`config.mk`:
```
export PLATFORM = sky130hd
export DESIGN_NAME = ex_alu_fwd_core
export DESIGN_NICKNAME = d
export VERILOG_FILES = /design/src/rtl/ex_alu_fwd_core.sv
export SDC_FILE = /design/constraint.sdc
export NUM_CORES = 1
export LEC_CHECK = 0
export ABC_AREA = 1
export CAP_MARGIN = 0
export CORE_ASPECT_RATIO = 0.7
export CORE_MARGIN = 8
export CORE_UTILIZATION = 50
export CTS_BUF_LIST = sky130_fd_sc_hd__clkbuf_8 sky130_fd_sc_hd__clkbuf_16
export DETAILED_ROUTE_END_ITERATION = 7
export PLACE_DENSITY = 0.82
export RECOVER_POWER = 50
export REMOVE_ABC_BUFFERS = 1
export SYNTH_ARGS = -nofsm -noshare
export SYNTH_HDL_FRONTEND = slang
export SYNTH_SLANG_ARGS = --single-unit
```
`constraint.sdc`:
```
create_clock -name clk -period 7.5 [get_ports clk]
set_clock_uncertainty 0.1 [all_clocks]
set_input_delay 2.25 -clock clk [delete_from_list [all_inputs] [get_ports clk]]
set_output_delay 2.25 -clock clk [all_outputs]
set_load 0.05 [all_outputs]
```
`src/rtl/ex_alu_fwd_core.sv`:
```
// ex_alu_fwd_core: MIPS EX-stage compute core.
// Combines the forwarding unit, the ALU-control decoder, a 32-bit ALU and
// BEQ/BNE resolution. ALU result, store data, destination register and the
// five pass-through control bits are captured into the EX/MEM register.
// The branch outcome and misprediction flag are combinational so that
// fetch redirection is not delayed by a cycle.
module ex_alu_fwd_core #(
   parameter int DATA_W = 32
) (
   input  logic              clk,
   input  logic              reset,
   input  logic [DATA_W-1:0] i_read_data_1,
   input  logic [DATA_W-1:0] i_read_data_2,
   input  logic [DATA_W-1:0] i_imm,
   input  logic [5:0]        i_function,
   input  logic [5:0]        i_opcode,
   input  logic [4:0]        i_rs,
   input  logic [4:0]        i_rt,
   input  logic [4:0]        i_rd,
   input  logic              i_alu_src,
   input  logic [1:0]        i_alu_op,
   input  logic              i_reg_dst,
   input  logic              i_reg_write,
   input  logic              i_mem_read,
   input  logic              i_mem_write,
   input  logic              i_mem_to_reg,
   input  logic              i_branch,
   input  logic              i_branch_prediction,
   input  logic [4:0]        i_mem_write_register,
   input  logic              i_mem_reg_write,
   input  logic [DATA_W-1:0] i_mem_alu_result,
   input  logic [4:0]        i_wb_write_register,
   input  logic              i_wb_reg_write,
   input  logic [DATA_W-1:0] i_wb_write_data,
   output logic [DATA_W-1:0] o_alu_result,
   output logic [DATA_W-1:0] o_store_data,
   output logic [4:0]        o_write_register,
   output logic              o_reg_write,
   output logic              o_mem_read,
   output logic              o_mem_write,
   output logic              o_mem_to_reg,
   output logic              o_branch,
   output logic              o_branch_taken,
   output logic              o_mispredicted
);

   // 4-bit ALU operation codes as seen on the internal ALU-control bus.
   typedef enum logic [3:0] {
      ALU_AND     = 4'b0000,
      ALU_OR      = 4'b0001,
      ALU_ADD     = 4'b0010,
      ALU_XOR     = 4'b0011,
      ALU_SUB     = 4'b0110,
      ALU_SLT     = 4'b0111,
      ALU_SLTU    = 4'b1000,
      ALU_NOR     = 4'b1100,
      ALU_INVALID = 4'b1111
   } alu_ctrl_t;

   localparam logic [5:0] OPC_BEQ = 6'b000100;
   localparam logic [5:0] OPC_BNE = 6'b000101;

   logic [DATA_W-1:0] fwd_a;
   logic [DATA_W-1:0] fwd_b;
   logic [DATA_W-1:0] alu_b;
   logic [DATA_W-1:0] alu_result;
   logic [4:0]        dest_reg;
   logic              is_equal;
   alu_ctrl_t         alu_ctrl;

   // Select the freshest value of a source register. The MEM stage holds a
   // younger result than WB, so it is checked first; $0 is hard-wired to
   // zero and must never pick up a pending write.
   function automatic logic [DATA_W-1:0] forward(
      input logic [4:0]        src,
      input logic [DATA_W-1:0] reg_val,
      input logic [4:0]        mem_reg,
      input logic              mem_we,
      input logic [DATA_W-1:0] mem_val,
      input logic [4:0]        wb_reg,
      input logic              wb_we,
      input logic [DATA_W-1:0] wb_val
   );
      if (mem_we && (mem_reg != 5'd0) && (mem_reg == src)) begin
         return mem_val;
      end else if (wb_we && (wb_reg != 5'd0) && (wb_reg == src)) begin
         return wb_val;
      end
      return reg_val;
   endfunction

   // Forwarding muxes for both source operands.
   always_comb begin
      fwd_a = forward(i_rs, i_read_data_1,
                      i_mem_write_register, i_mem_reg_write, i_mem_alu_result,
                      i_wb_write_register, i_wb_reg_write, i_wb_write_data);
      fwd_b = forward(i_rt, i_read_data_2,
                      i_mem_write_register, i_mem_reg_write, i_mem_alu_result,
                      i_wb_write_register, i_wb_reg_write, i_wb_write_data);
   end

   // Operand B is the immediate for I-type arithmetic and memory ops.
   assign alu_b = i_alu_src ? i_imm : fwd_b;

   // ALU-control decoder: alu_op class first, funct field for R-type.
   always_comb begin
      // NOTE: every combinational output gets a default before the case so
      // that an unlisted encoding cannot leave it unassigned and infer a latch.
      alu_ctrl = ALU_INVALID;
      case (i_alu_op)
         2'b00: alu_ctrl = ALU_ADD;
         2'b01: alu_ctrl = ALU_SUB;
         2'b11: alu_ctrl = ALU_ADD;
         2'b10: begin
            case (i_function)
               6'b100000, 6'b100001: alu_ctrl = ALU_ADD;
               6'b100010, 6'b100011: alu_ctrl = ALU_SUB;
               6'b100100:            alu_ctrl = ALU_AND;
               6'b100101:            alu_ctrl = ALU_OR;
               6'b100110:            alu_ctrl = ALU_XOR;
               6'b100111:            alu_ctrl = ALU_NOR;
               6'b101010:            alu_ctrl = ALU_SLT;
               6'b101011:            alu_ctrl = ALU_SLTU;
               default:              alu_ctrl = ALU_INVALID;
            endcase
         end
         default: alu_ctrl = ALU_INVALID;
      endcase
   end

   // ALU datapath; arithmetic wraps modulo 2^DATA_W with no overflow trap.
   always_comb begin
      alu_result = '0;
      case (alu_ctrl)
         ALU_AND:  alu_result = fwd_a & alu_b;
         ALU_OR:   alu_result = fwd_a | alu_b;
         ALU_ADD:  alu_result = fwd_a + alu_b;
         ALU_XOR:  alu_result = fwd_a ^ alu_b;
         ALU_SUB:  alu_result = fwd_a - alu_b;
         ALU_NOR:  alu_result = ~(fwd_a | alu_b);
         ALU_SLT:  alu_result = {{(DATA_W-1){1'b0}}, ($signed(fwd_a) < $signed(alu_b))};
         ALU_SLTU: alu_result = {{(DATA_W-1){1'b0}}, (fwd_a < alu_b)};
         default:  alu_result = '0;
      endcase
   end

   // Branch compare uses the forwarded register pair, never the immediate.
   assign is_equal = (fwd_a == fwd_b);

   // Branch resolution and misprediction detection, zero latency.
   always_comb begin
      o_branch_taken = i_branch &
                       (((i_opcode == OPC_BEQ) &  is_equal) |
                        ((i_opcode == OPC_BNE) & ~is_equal));
      o_mispredicted = i_branch & (o_branch_taken != i_branch_prediction);
   end

   assign dest_reg = i_reg_dst ? i_rd : i_rt;

   // EX/MEM pipeline register; reset asynchronously discards the in-flight op.
   always_ff @(posedge clk or negedge reset) begin
      if (!reset) begin
         o_alu_result     <= '0;
         o_store_data     <= '0;
         o_write_register <= '0;
         o_reg_write      <= 1'b0;
         o_mem_read       <= 1'b0;
         o_mem_write      <= 1'b0;
         o_mem_to_reg     <= 1'b0;
         o_branch         <= 1'b0;
      end else begin
         // NOTE: non-blocking assignments here so every flop samples the
         // pre-edge values, independent of statement order.
         o_alu_result     <= alu_result;
         o_store_data     <= fwd_b;
         o_write_register <= dest_reg;
         o_reg_write      <= i_reg_write;
         o_mem_read       <= i_mem_read;
         o_mem_write      <= i_mem_write;
         o_mem_to_reg     <= i_mem_to_reg;
         o_branch         <= i_branch;
      end
   end

endmodule

```
# Yosys cells after proc, flatten, opt, wreduce, memory -nomap -nowiden
# Cells that the tools add are included.
dict set report word_totals {
  ff_bits 74
  inputBits 211
  output_inout_bits 76
}
dict set report op_classes {
  addsub 2
  order_cmp 2
  eq_ne 28
  n_mux 15
  bitwise_logic 10
  reduce_logical 13
}
# op n
set ops {}
lappend ops {{one-hot mux 32 bit (8 select lines)} 1}
lappend ops {{two-way mux 32 bit} 7}
lappend ops {{less-than comparator 32 bit} 2}
lappend ops {{equality test 6 bit (second input constant)} 10}
lappend ops {{adder 32 bit} 1}
lappend ops {{AND 32 bit} 1}
lappend ops {{equality test 32 bit} 1}
lappend ops {{inverter 32 bit} 1}
lappend ops {{bitwise OR 32 bit} 1}
lappend ops {{one-hot mux 4 bit (8 select lines)} 1}
lappend ops {{subtractor 32 bit} 1}
lappend ops {{bitwise XOR 32 bit} 1}
lappend ops {{equality test 5 bit} 4}
lappend ops {{equality test 6 x 3 -> 1 bit (second input constant)} 2}
lappend ops {{one-hot mux 4 bit (3 select lines)} 1}
lappend ops {{nonzero test 5 bit} 2}
lappend ops {{equality test 4 x 2 -> 1 bit (second input constant)} 2}
lappend ops {{equality test 4 x 3 -> 1 bit (second input constant)} 2}
lappend ops {{equality test 4 bit (second input constant)} 2}
lappend ops {{logical AND 1 bit} 6}
lappend ops {{OR reduction 2 bit} 3}
lappend ops {{two-way mux 5 bit} 1}
lappend ops {{AND 1 bit} 4}
lappend ops {{equality test 2 bit (second input constant)} 2}
lappend ops {{8 further kinds} 11}

# Longest topological paths before layout
# Gate-level depths: netlist (run 1).
dict set report depth {
  ltp_word 13
  ltp_mapped 31
}

# Worst setup path before layout (run 1)
# No wires, ideal clock.
dict set report synth_path {
  kind {input to output}
  from {input port i_mem_write_register[0]}
  to {output port o_mispredicted}
  arrival_ps 4776
  required_time_ps 5150
  setup_slack_ps 374
  stages 19
  cell_sequence {xnor2_1 nand3_1 nor2_4 nand2_4 nand2_4 buf_2 nand3_1 o21ai_1 xnor2_1 nand2_1 nor2_1 nand2_1 nor2_1 nand2_1 nand2_2 nand3_2 nand2_1 inv_1 nor2_1}
}
dict set report synth_via {
  elab_chain_cells 12
  word_cells_on_any_way 20
}
# item line_no
set synth_lines {}
lappend synth_lines {{start: declaration} 29} ;# input logic [4:0] i_mem_write_register,
lappend synth_lines {{nonzero test 5 bit} 84} ;# if (mem_we && (mem_reg != 5'd0) && (mem_reg == src)) begin
lappend synth_lines {{logical AND 1 bit (2 in series)} 84}
lappend synth_lines {{two-way mux 32 bit / two-way mux 1 bit (equally long branches)} 84}
lappend synth_lines {{two-way mux 32 bit} 89} ;# return reg_val;
lappend synth_lines {{equality test 32 bit *} 148} ;# assign is_equal = (fwd_a == fwd_b);
lappend synth_lines {{inverter 1 bit} 154} ;# ((i_opcode == OPC_BNE) & ~is_equal));
lappend synth_lines {{AND 1 bit} 154}
lappend synth_lines {{bitwise OR 1 bit *} 153} ;# (((i_opcode == OPC_BEQ) & is_equal) |
lappend synth_lines {{AND 1 bit *} 152} ;# o_branch_taken = i_branch &
lappend synth_lines {{inequality test 1 bit *} 155} ;# o_mispredicted = i_branch & (o_branch_taken != i_branch_prediction);
lappend synth_lines {{AND 1 bit *} 155}
lappend synth_lines {{end: declaration} 44} ;# output logic o_mispredicted
# Mark *: on every way between the ends. The rest lies on a longest branch, timed or not.

# Final worst setup path (run 1)
dict set report layout_path {
  from {input port i_mem_write_register[0]}
  to {output port o_mispredicted}
}
dict set report layout_via {
  elab_chain_cells 12
  word_cells_on_any_way 20
}
# item line_no
set layout_lines {}
lappend layout_lines {{nonzero test 5 bit} 84}
lappend layout_lines {{logical AND 1 bit} 84}
lappend layout_lines {{logical AND 1 bit *} 84}
lappend layout_lines {{two-way mux 32 bit / two-way mux 1 bit (equally long branches)} 84}
lappend layout_lines {{two-way mux 32 bit *} 89}
lappend layout_lines {{via fwd_b[3]} 64} ;# logic [DATA_W-1:0] fwd_b;
lappend layout_lines {{equality test 32 bit *} 148}
lappend layout_lines {{inverter 1 bit} 154}
lappend layout_lines {{AND 1 bit} 154}
lappend layout_lines {{bitwise OR 1 bit *} 153}
lappend layout_lines {{AND 1 bit *} 152}
lappend layout_lines {{inequality test 1 bit *} 155}
lappend layout_lines {{AND 1 bit *} 155}
# The timed path passes the listed nets; every way through them passes the cells marked *.

==> results of run 1 <==
## Yosys cell counts (19+ instances only)
master    number  area (sq um)
a21oi_2       20           175
ha_1         101          1260
o21ai_2       21           184
o21ai_1       42           210
clkbuf_1      29           109
inv_2         19          71.3
a21oi_1      113           566
o21ai_0       93           465
nand3_1      127           636
nand2_1      384          1440
xnor2_1       22           193
nor2_1       147           552
or2_2         31           194
xor2_1        27           236
inv_1        290          1090
dfrtp_1       74          1850
## through the flow
step,hold slack (ps),util (%),cells,worst slack (ps)
after detailed placement,2120,68.6,2368,-226
after global routing,2210,73.8,2419,-48.1
after CTS,1740,71.8,2401,6.35
after global placement,2110,68.6,2368,-136
after floorplan,1850,-,1675,-547
final,2170,73.8,2419,52.9
## per-layer routing
metal | track usage [%] | routed length [um] | up-vias
met5 | 0 | 0 | -
met4 | 9.49 | 1300 | 0
met3 | 8.62 | 6120 | 119
met2 | 49.0 | 20200 | 851
met1 | 48.9 | 21100 | 6318
li1 | - | - | 6389
## cells by family (layout without fill, tap and decap cells)
logic type      count (synthesis)  count (layout)
simple gates                  764             764
buf+inv                       379             776
compound gates                370             370
fa+ha+maj                     103             103
flops                          74              74
xor+xnor                       49              49
mux                             1               1
## cells in the final DEF (no fill, tap or decap), types with 5 or more instances in the layout
master,n
inv_1,284
or2_2,31
nand4_1,11
o221ai_1,11
xor2_1,23
nand3_2,15
nor3_1,16
clkbuf_16,13
o211ai_1,8
nand2_1,373
a21oi_2,20
nor4_1,6
o21ai_2,30
clkbuf_2,16
o21ai_0,93
dfrtp_1,74
clkdlybuf4s50_1,256
a21oi_1,113
o21ai_1,27
buf_12,17
buf_6,6
o21bai_1,5
nand2_2,21
a211oi_1,15
xnor2_1,20
nor2_2,11
dlygate4sd3_1,6
a221oi_1,10
o21a_1,6
ha_1,101
nand3_1,121
nor2_1,137
clkinv_1,5
o21ai_4,6
inv_2,23
o2111ai_1,5
buf_4,127
## where the power goes
part,leakage (nW),total (mW),switching [mW],internal (mW)
combinational,6.75,1.47,0.937,0.533
sequential,0.892,0.483,0.0217,0.461
clock,0.177,0.561,0.221,0.341
## worst max-delay path: stages
cell and delay (ps):
clkbuf_2 140, nor2_2 140, nand3_2 120, nand2_4 120, nor2_4 60, buf_4 130
buf_4 130, buf_4 140, nand3_1 100, nand3_1 160, and2_1 210, xor2_1 170
nand2_1 80, nor2_2 120, nand2_2 120, nor2_1 130, buf_4 140, nand2_2 60
nand2_2 70, nand3_2 80, nand2_2 80, inv_1 40, nor2_2 150, buf_12 150
## path summary, 6_finish.rpt
path | startpoint | to | slack (ps) | cells past startpoint
worst max-delay path | i_mem_write_register[0] | o_mispredicted | 50 | 24
worst min-delay path | i_rt[1] | o_write_register[1]$_DFF_PN0_ | 2170 | 4
max in group asynchronous | reset | o_store_data[28]$_DFF_PN0_ | 1620 | 2
min in group asynchronous | reset | o_write_register[1]$_DFF_PN0_ | 2280 | 1
## final cells by class
cell class	instances	area [sq um]	share of cell area (%)
multi-input combinational	1287	7650	48.5
timing repair buffer	446	4380	27.7
sequential	74	1850	11.7
inverter	314	1190	7.53
tap	282	353	2.24
clock buffer	10	239	1.51
clock inverter	6	121	0.769
## timing repair
action	CTS	global route
resized for setup	46	105
pin swaps	23	51
hold buffers	0	0
hold endpoints to repair	0	0
gates cloned	4	4
buffers inserted	13	15
endpoints found under the setup margin	2	4
==> summary.txt, run 1 <==
Run status
  – Status: finished with violations
  – Failing checks: capacitance limit, slew limit

STA
  – Setup TNS: 0 ps
  – Hold Vio Cnt, Final: 0
  – Final period utilization: 99.3%
  – Fmax: 134 MHz
  – Setup Viol. Count Final: 0
  – Slew Viols, Final: between 70 and 80
  – Minimum clock period: ~7400 ps
  – Slew Limit Headroom: -84.0%
  – Worst-Margin Slew: about 2800 ps

Synth
  – Average cell area after synthesis: 6.19 sq um
  – Synth Area in Compound Gates: 21.1%
  – Post-synthesis adder-cell area fraction: 12.1%
  – Main combinational cell family by area after synthesis: simple AND/OR/NAND/NOR gates
  – Post-Synthesis Cells: 1740
  – Synth Area in Simple Gates: between 30% and 40%
  – FFs w/ async S/R, synth: 100%
  – Register area share after synthesis: 17.2%
  – Synth Warn #: 0
  – EDFF count, synth: 0
  – Primary FF master, synth: dfrtp_1
  – Fraction of synthesized area in multiplexers: 0.105%
  – Post-synth cell types: 51
  – Post-synthesis sequential element count: between 70 and 80
  – Syn Std Cell Area: around 0.011 sq mm
  – Synth Area in XOR/XNOR: 3.98%

Pwr
  – Power density of the placed cells: 159 mW/mm^2
  – Peak VDD IR: 0.000107 V
  – Static leakage: roughly 8 nW
  – Pwr Total: 2.51 mW

Final layout
  – Nets: 2446
  – # fillers: 1694
  – Layout cell share with drive strength beyond 1: 17.6%
  – Final Cell Area: 0.0158 sq mm
  – Area grow syn2layout: 46.5%
  – Top Registers: o_alu_result: 32 flops, o_store_data: 32 flops, o_write_register: 5 flops
  – N_diodes: 0

Drt
  – Starting DRC count in detailed routing: ~1800
  – WL/cell: roughly 20 um
  – Post-route antenna net violation count: 0
  – DR vias/cell: 5.65
  – DRC: 0
  – WL final: approximately 49000 um
  – DR vias: 13677
  – Drt pass-1 iters: 8

Floorplan
  – Die Wd: 191 um
  – I/O Pins: ~290
  – Full die area: 0.0266 sq mm
  – Initial Util: 50.4%
  – Die Ht: ~140 um
  – Core area: 0.0214 sq mm
  – Site row count: 45

Clock tree
  – Clock root buffer: clkbuf_16
  – H-tree levels: 3
  – Clock slew at reported path FFs: approximately 70 ps
  – CTS Buf Count: 9
  – Clock Tree Buf Depth: 2
  – Sink Count: 74
  – CTS tree: done

Global route
  – Global-route wire length before repair: 72000 um
  – All-Layer GR Usage: 34.0%
  – Pin count of the biggest net entering global routing: 47
  – Initial antenna violation count: 0
  – Total gr overflow: 0
  – Number of global-route vias before repair: 13114

Place
  – Area after DPL: 0.0147 sq mm
  – PortBufs: 286
  – HPWL after detailed placement: 36800 um
  – GP Congestion: 0.987

Worst setup path
  – Critical path capture point type: output port
  – Crit-path max FO: 3
  – Critical Path Source Type: input port
  – WS Path Type: input port to output port
  – CP required: 5150 ps
  – Crit path arrival time: 5100 ps

Hold path
  – Class of the worst hold path: input port to flip-flop

Job
  – Max-cap violations: 2
No activity file was read; power rests on OpenSTA's default activity.
==> run 2, diff against run 1 <==
--- a/config.mk
+++ b/config.mk
@@ -14,7 +14,6 @@
 export DETAILED_ROUTE_END_ITERATION = 7
 export PLACE_DENSITY = 0.82
 export RECOVER_POWER = 50
-export REMOVE_ABC_BUFFERS = 1
 export SYNTH_ARGS = -nofsm -noshare
 export SYNTH_HDL_FRONTEND = slang
 export SYNTH_SLANG_ARGS = --single-unit
==> summary.txt, run 2 (synthesis results as in run 1) <==
Final layout
  – Final Util: 73.9% (+0.099 points)
  – Layout Cells excl Fill: 2437 (+0.74%)
  – Layout cell share with drive strength beyond 1: 17.4% (-0.24 points)
  – Top Registers: o_alu_result: 32 flops, o_store_data: 32 flops, o_write_register: 5 flops
  – N_diodes: 0 (unchanged)
  – Final Cell Area: 0.0158 sq mm (+0.13%)
  – Nets: 2464 (+0.74%)
  – Most common cell after layout, fill and taps aside: nand2_1
  – Most frequent cells in the layout: 377 x nand2_1, 288 x inv_1, 256 x clkdlybuf4s50_1
  – Area grow syn2layout: 46.7%

Job
  – Max-cap violations: 1 (-1)

Clock tree
  – Clock root buffer: clkbuf_16
  – H-tree levels: 3 (unchanged)
  – CTS Buf Count: 9 (unchanged)
  – Sink Count: 74 (unchanged)
  – Clock Tree Buf Depth: 2 (unchanged)
  – Clock slew at reported path FFs: 80 ps (about the same)
  – CTS tree: done

Place
  – DP Worst Slack: -428 ps (-202 ps)
  – Area after DPL: 0.0148 sq mm (+1.1%)
  – PortBufs: 286 (unchanged)
  – Placed cells: 2388 (+0.84%)
  – GP Congestion: 0.985 (-0.16%)
  – HPWL after detailed placement: 37700 um (+2.5%)

Global route
  – Initial antenna violation count: 1 (+1)
  – Total gr overflow: 0 (unchanged)
  – Pin count of the biggest net entering global routing: 75 (+60%)
  – Global-route wire length before repair: 73100 um (+1.5%)
  – All-Layer GR Usage: 34.9% (+0.92 points)
  – Number of global-route vias before repair: 13187 (+0.56%)

Floorplan
  – Full die area: 0.0266 sq mm (unchanged)
  – Core area: 0.0214 sq mm (unchanged)
  – Die Ht: 139 um (unchanged)
  – Die Wd: 191 um (unchanged)
  – Initial Util: 50.4% (unchanged)
  – I/O Pins: 287 (unchanged)
  – Site row count: 45 (unchanged)

STA
  – Setup Viol. Count Final: 0 (unchanged)
  – Minimum clock period: 7430 ps (-17.2 ps)
  – Final period utilization: 99.1% (-0.23 points)
  – Slew Viols, Final: 75 (-2.6%)
  – Setup TNS: 0 ps (unchanged)
  – Final Worst Setup Slack: 70.1 ps (+17.2 ps)
  – Worst-Margin Slew: 4380 ps (+1620 ps)
  – Hold Vio Cnt, Final: 0 (unchanged)
  – Slew Limit Headroom: -192% (-110 points)
  – Fmax: 135 MHz (+0.23%)

Drt
  – WL final: 50800 um (+4.5%)
  – DR vias: 14127 (+3.3%)
  – Post-route antenna net violation count: 0 (unchanged)
  – Starting DRC count in detailed routing: 1860 (+4.5%)
  – DRC: 0 (unchanged)
  – DR vias/cell: 5.80 (+2.5%)
  – Drt pass-1 iters: 8 (unchanged)
  – WL/cell: 20.9 um (+3.7%)

Worst setup path
  – CP required: 5150 ps (about the same)
  – Crit path arrival time: 5080 ps (-20 ps)
  – Crit-path max FO: 15 (+12)
  – Critical path capture point type: output port
  – WS Path Type: input port to output port
  – Critical Path Source Type: input port

Pwr
  – Comb pwr share: 60.0% (+1.5 points)
  – Static leakage: 8.00 nW (+2.3%)
  – Share of power burned in registers: 19.5% (+0.3 points)
  – Sw Pwr: 1.16 mW (-1.7%)
  – Peak VDD IR: 0.000124 V (+17%)
  – Sw Share: 47.0% (+0.13 points)
  – Part of the power in the clock network: 20.6% (-1.7 points)
  – Internal: 1.31 mW (-2.2%)
  – Power density of the placed cells: 156 mW/mm^2 (-2.1%)

Synth
  – Post-Syn Nets: 2054

Hold path
  – Worst min-delay path startpoint: i_rt[2]
  – Endpoint, Worst Hold: o_write_register[2]$_DFF_PN0_
  – Class of the worst hold path: input port to flip-flop
  – Worst Hold Depth: 2 (-2)

Run status
  – Failing checks: capacitance limit, slew limit
  – Status: finished with violations
==> run 2: what timing repair did <==
| action | CTS | global route |
|---|---|---|
| gates cloned | 5 | 3 |
| setup buffers | 10 | 16 |
| resized for setup | 41 | 79 |
| hold buffers | 0 | 0 |
| pin swaps | 15 | 38 |
| endpoints found under the setup margin | 2 | 5 |
==> run 2: worst max path at each step <==
stage	start	cells after the start	to	slack (ps)
global placement	i_rt[3]	27	o_mispredicted	-330
finish	i_mem_write_register[0]	23	o_mispredicted	70
detailed placement	i_rt[3]	27	o_mispredicted	-430
CTS	i_wb_write_register[1]	22	o_mispredicted	2
floorplan	i_mem_write_register[0]	19	o_mispredicted	370
global route	i_mem_write_register[1]	22	o_mispredicted	-130
==> run 2: final cells by class <==
class | instances | area, sq um
clock buffers | 10 | 239
clock inverters | 6 | 81.3
fillers | 1682 | 5590
inverters | 314 | 1190
multi-input cells | 1288 | 7590
flip-flops and latches | 74 | 1850
well taps | 282 | 353
repair buffers | 463 | 4500
==> run 2: through the flow <==
step	total power [mW]	hold slack, ps
3_5_place_dp	1.89	2400
6_report	2.47	2180
5_1_grt	2.58	2190
4_1_cts	2.41	2020
2_1_floorplan	1.32	1850
3_3_place_gp	1.88	2380
==> run 2: power groups by stage <==
stage | registers (mW) | clock network, mW | logic [mW]
after CTS | 0.480 | 0.509 | 1.42
after detailed placement | 0.487 | 0 | 1.40
after global placement | 0.485 | 0 | 1.39
after global routing | 0.485 | 0.523 | 1.57
after floorplan | 0.716 | 0 | 0.608
final | 0.480 | 0.507 | 1.48
==> run 2: worst max-delay path, cell delays in order <==
cell	delay [ps]
clkbuf_2	130
xnor2_2	220
nand3_4	100
nor2_4	150
nand2_4	110
buf_12	160
buf_4	140
buf_16	150
nand2_1	50
o21ai_0	90
a21oi_2	180
xnor2_1	150
nand2_1	100
nor2_2	120
nand2_1	100
nor2_4	210
nand2_2	70
nand2_2	80
nand3_2	70
nand2_1	60
inv_1	40
nor2_2	150
buf_12	150
==> run 2: per-layer routing <==
| layer | up-vias | GRT usage (%) | wire length, um |
|---|---|---|---|
| li1 | 6422 | - | - |
| met1 | 6486 | 45.3 | 19700 |
| met2 | 1018 | 55.2 | 22400 |
| met3 | 199 | 7.21 | 6260 |
| met4 | 2 | 14.9 | 2470 |
| met5 | - | 0 | 13 |
==> RTL edit (flow settings as in run 2) <==
Set the parameter `DATA_W` to 16 (it was 32).
--- a/src/rtl/ex_alu_fwd_core.sv
+++ b/src/rtl/ex_alu_fwd_core.sv
@@ -6,5 +6,5 @@
 // fetch redirection is not delayed by a cycle.
 module ex_alu_fwd_core #(
-   parameter int DATA_W = 32
+   parameter int DATA_W = 16
 ) (
    input  logic              clk,
Interface: changed (7 resized); port bits go from 287 to 175. The function was not compared with the original's and may differ.
==> RTL edit against run 2 <==
The flow still finishes with violations (capacitance limit, slew limit). Power fell by 49%. Clock power fell by 41%. Sequential cell count fell by 32. Count of clock-buffer cells in the layout fell by 5. Worst setup slack improved by 0.037 ns. Area after synthesis fell by 45%. Wire length fell by 55%. Synthesized cell count fell by 43%. Final area fell by 48%. Via count fell by 49%. Fmax rose by 0.50%. Hold slack improved by 0.12 ns.
==> RTL edit: results (changes against run 2) <==
Crit path to -> o_mispredicted
IO Port Bufs -> 174 (-39%)
Largest net degree at the start of global routing -> 43 (-43%)
Minimum hold slack -> 2.29 ns (+0.119 ns)
Seq/Total Area, Yosys -> 17.6% (+0.42 points)
Hold Path Class -> input port to register
Initial antenna violation count -> 0 (-1)
Nets -> 1350 (-45%)
DR iter-0 viols -> 688 (-63%)
Routed WL per cell -> 17.1 um (-18%)
Critical path arrival -> 5.04 ns (-0.04 ns)
Layout cells sized above 1 -> 8.41% (-9.0 points)
Vias in the first global route -> 6805 (-48%)
Total Wirelength -> 22600 um (-55%)
First-pass GRT wire length -> 35700 um (-51%)
Largest registers -> o_alu_result (16), o_store_data (16), o_write_register (5)
Root buffer cell -> clkbuf_16
Top delay family on crit path -> simple AND/OR/NAND/NOR gates
Synth top cells by count -> nand2_1 (315), inv_1 (150), nand3_1 (74)
Via/cell ratio -> 5.48 (-5.5%)
Worst path max stage delay -> 0.58 ns (+0.36 ns)
Synth area leaders -> nand2_1 (20%), dfrtp_1 (18%), ha_1 (11%), inv_1 (9.4%), nand3_1 (6.2%)
Maxcap violations -> 1 (unchanged)
Worst vdd ir -> 0.108 mV (-13%)
Max FO, Critical Path -> 15 (unchanged)
# diodes -> 0 (unchanged)
Routability cong. -> 1.01 (+2.8%)
Hold Startpoint -> i_rt[0]
Fill count -> 1023 (-39%)
Slowest cell on the critical path -> clkdlybuf4s50_1
Outcome -> finished, violations left
Synth warn -> 0 (unchanged)
Unique cell type count in the Yosys netlist -> 46 (-9.8%)
Synth Flop Type -> dfrtp_1
Clock buffer depth -> 2 (unchanged)
Post-synth ARST share -> 100% (unchanged)
Cell count after synthesis -> 989 (-43%)
LEAKAGE -> 0.00431 uW (-46%)
H-tree level count -> 2 (-1)
Placed cell area -> 7970 sq um (-46%)
Max Slew Vio Count -> 43 (-43%)
Worst-path clk slew -> 0.07 ns
Post-DP HPWL -> 18300 um (-51%)
Worst Setup SP -> i_rs[3]
Cts bufs inserted -> 5 (-4)
Failing checks -> capacitance limit, slew limit
Max_slew headroom -> -75.7% (+120 points)
Syn Nets -> 1175 (-43%)
Gr usage total -> 28.1% (-6.8 points)
First-pass DRT Iterations -> 5 (-3)
[RTL edit: changes by cell type after synthesis, moves of 16 or more]
cell      before  now
o21ai_0       93   58
o21ai_1       42    1
o21ai_2       21    1
xnor2_1       22    5
dfrtp_1       74   42
nand3_1      127   74
nand4_1       11   27
nor2_1       147   58
or2_2         31   13
inv_1        290  150
nand2_1      384  315
clkbuf_1      29   13
a21oi_1      113   44
ha_1         101   53
[RTL edit: cell type report]
type	count	area (sq um)	area share, %
clock buffer	5	125	1.51
clock inverter	3	68.8	0.832
inverter	154	581	7.02
multi-input combinational	758	4200	50.7
sequential	42	1050	12.7
tap	157	196	2.38
timing repair buffer	203	2050	24.8
[RTL edit: metal layers]
metal	wire (um)	share of wire, %	vias to the layer above	global-route usage (%)
met2	9710	43	371	44.0
li1	-	-	3527	-
met5	0	0	-	0
met4	477	2.1	0	7.18
met3	2270	10	40	6.80
met1	10200	45	3306	38.0
[RTL edit: stage by stage]
stage | util, % | worst slack (ns) | setup TNS, ns
after global placement | 68.2 | 0.0792 | 0
after global routing | 70.8 | -0.0562 | -0.0562
after floorplan | - | 0.635 | 0
final | 70.8 | 0.107 | 0
after detailed placement | 68.2 | 0.0693 | 0
after CTS | 69.9 | 0.0356 | 0
[RTL edit: cell families after synthesis]
logic type,after synthesis,share of synthesized area (%)
xor gates and xnor gates,22,3.23
muxes,1,0.189
adders and majority gates,55,11.8
and+or+nand+nor,526,39.0
buffers and inverters,189,13.0
AOI/OAI and AO/OA,154,15.1
DFF,42,17.6
[RTL edit: worst min-delay path by stage]
stage | endpoint | depth (start not counted)
floorplan | o_alu_result[0]$_DFF_PN0_ | 0
global placement | o_write_register[0]$_DFF_PN0_ | 1
detailed placement | o_write_register[0]$_DFF_PN0_ | 1
CTS | o_write_register[2]$_DFF_PN0_ | 1
global route | o_write_register[0]$_DFF_PN0_ | 3
finish | o_write_register[0]$_DFF_PN0_ | 3
[RTL edit: power breakdown]
part / switching, uW / total [uW] / internal (uW)
registers: 8.83 / 268 / 259
clock network: 108 / 300 / 192
logic: 437 / 690 / 253
[RTL edit: timing repair]
item | CTS | global route
resized for setup | 0 | 25
endpoints found under the setup margin | 0 | 1
buffers inserted | 0 | 2
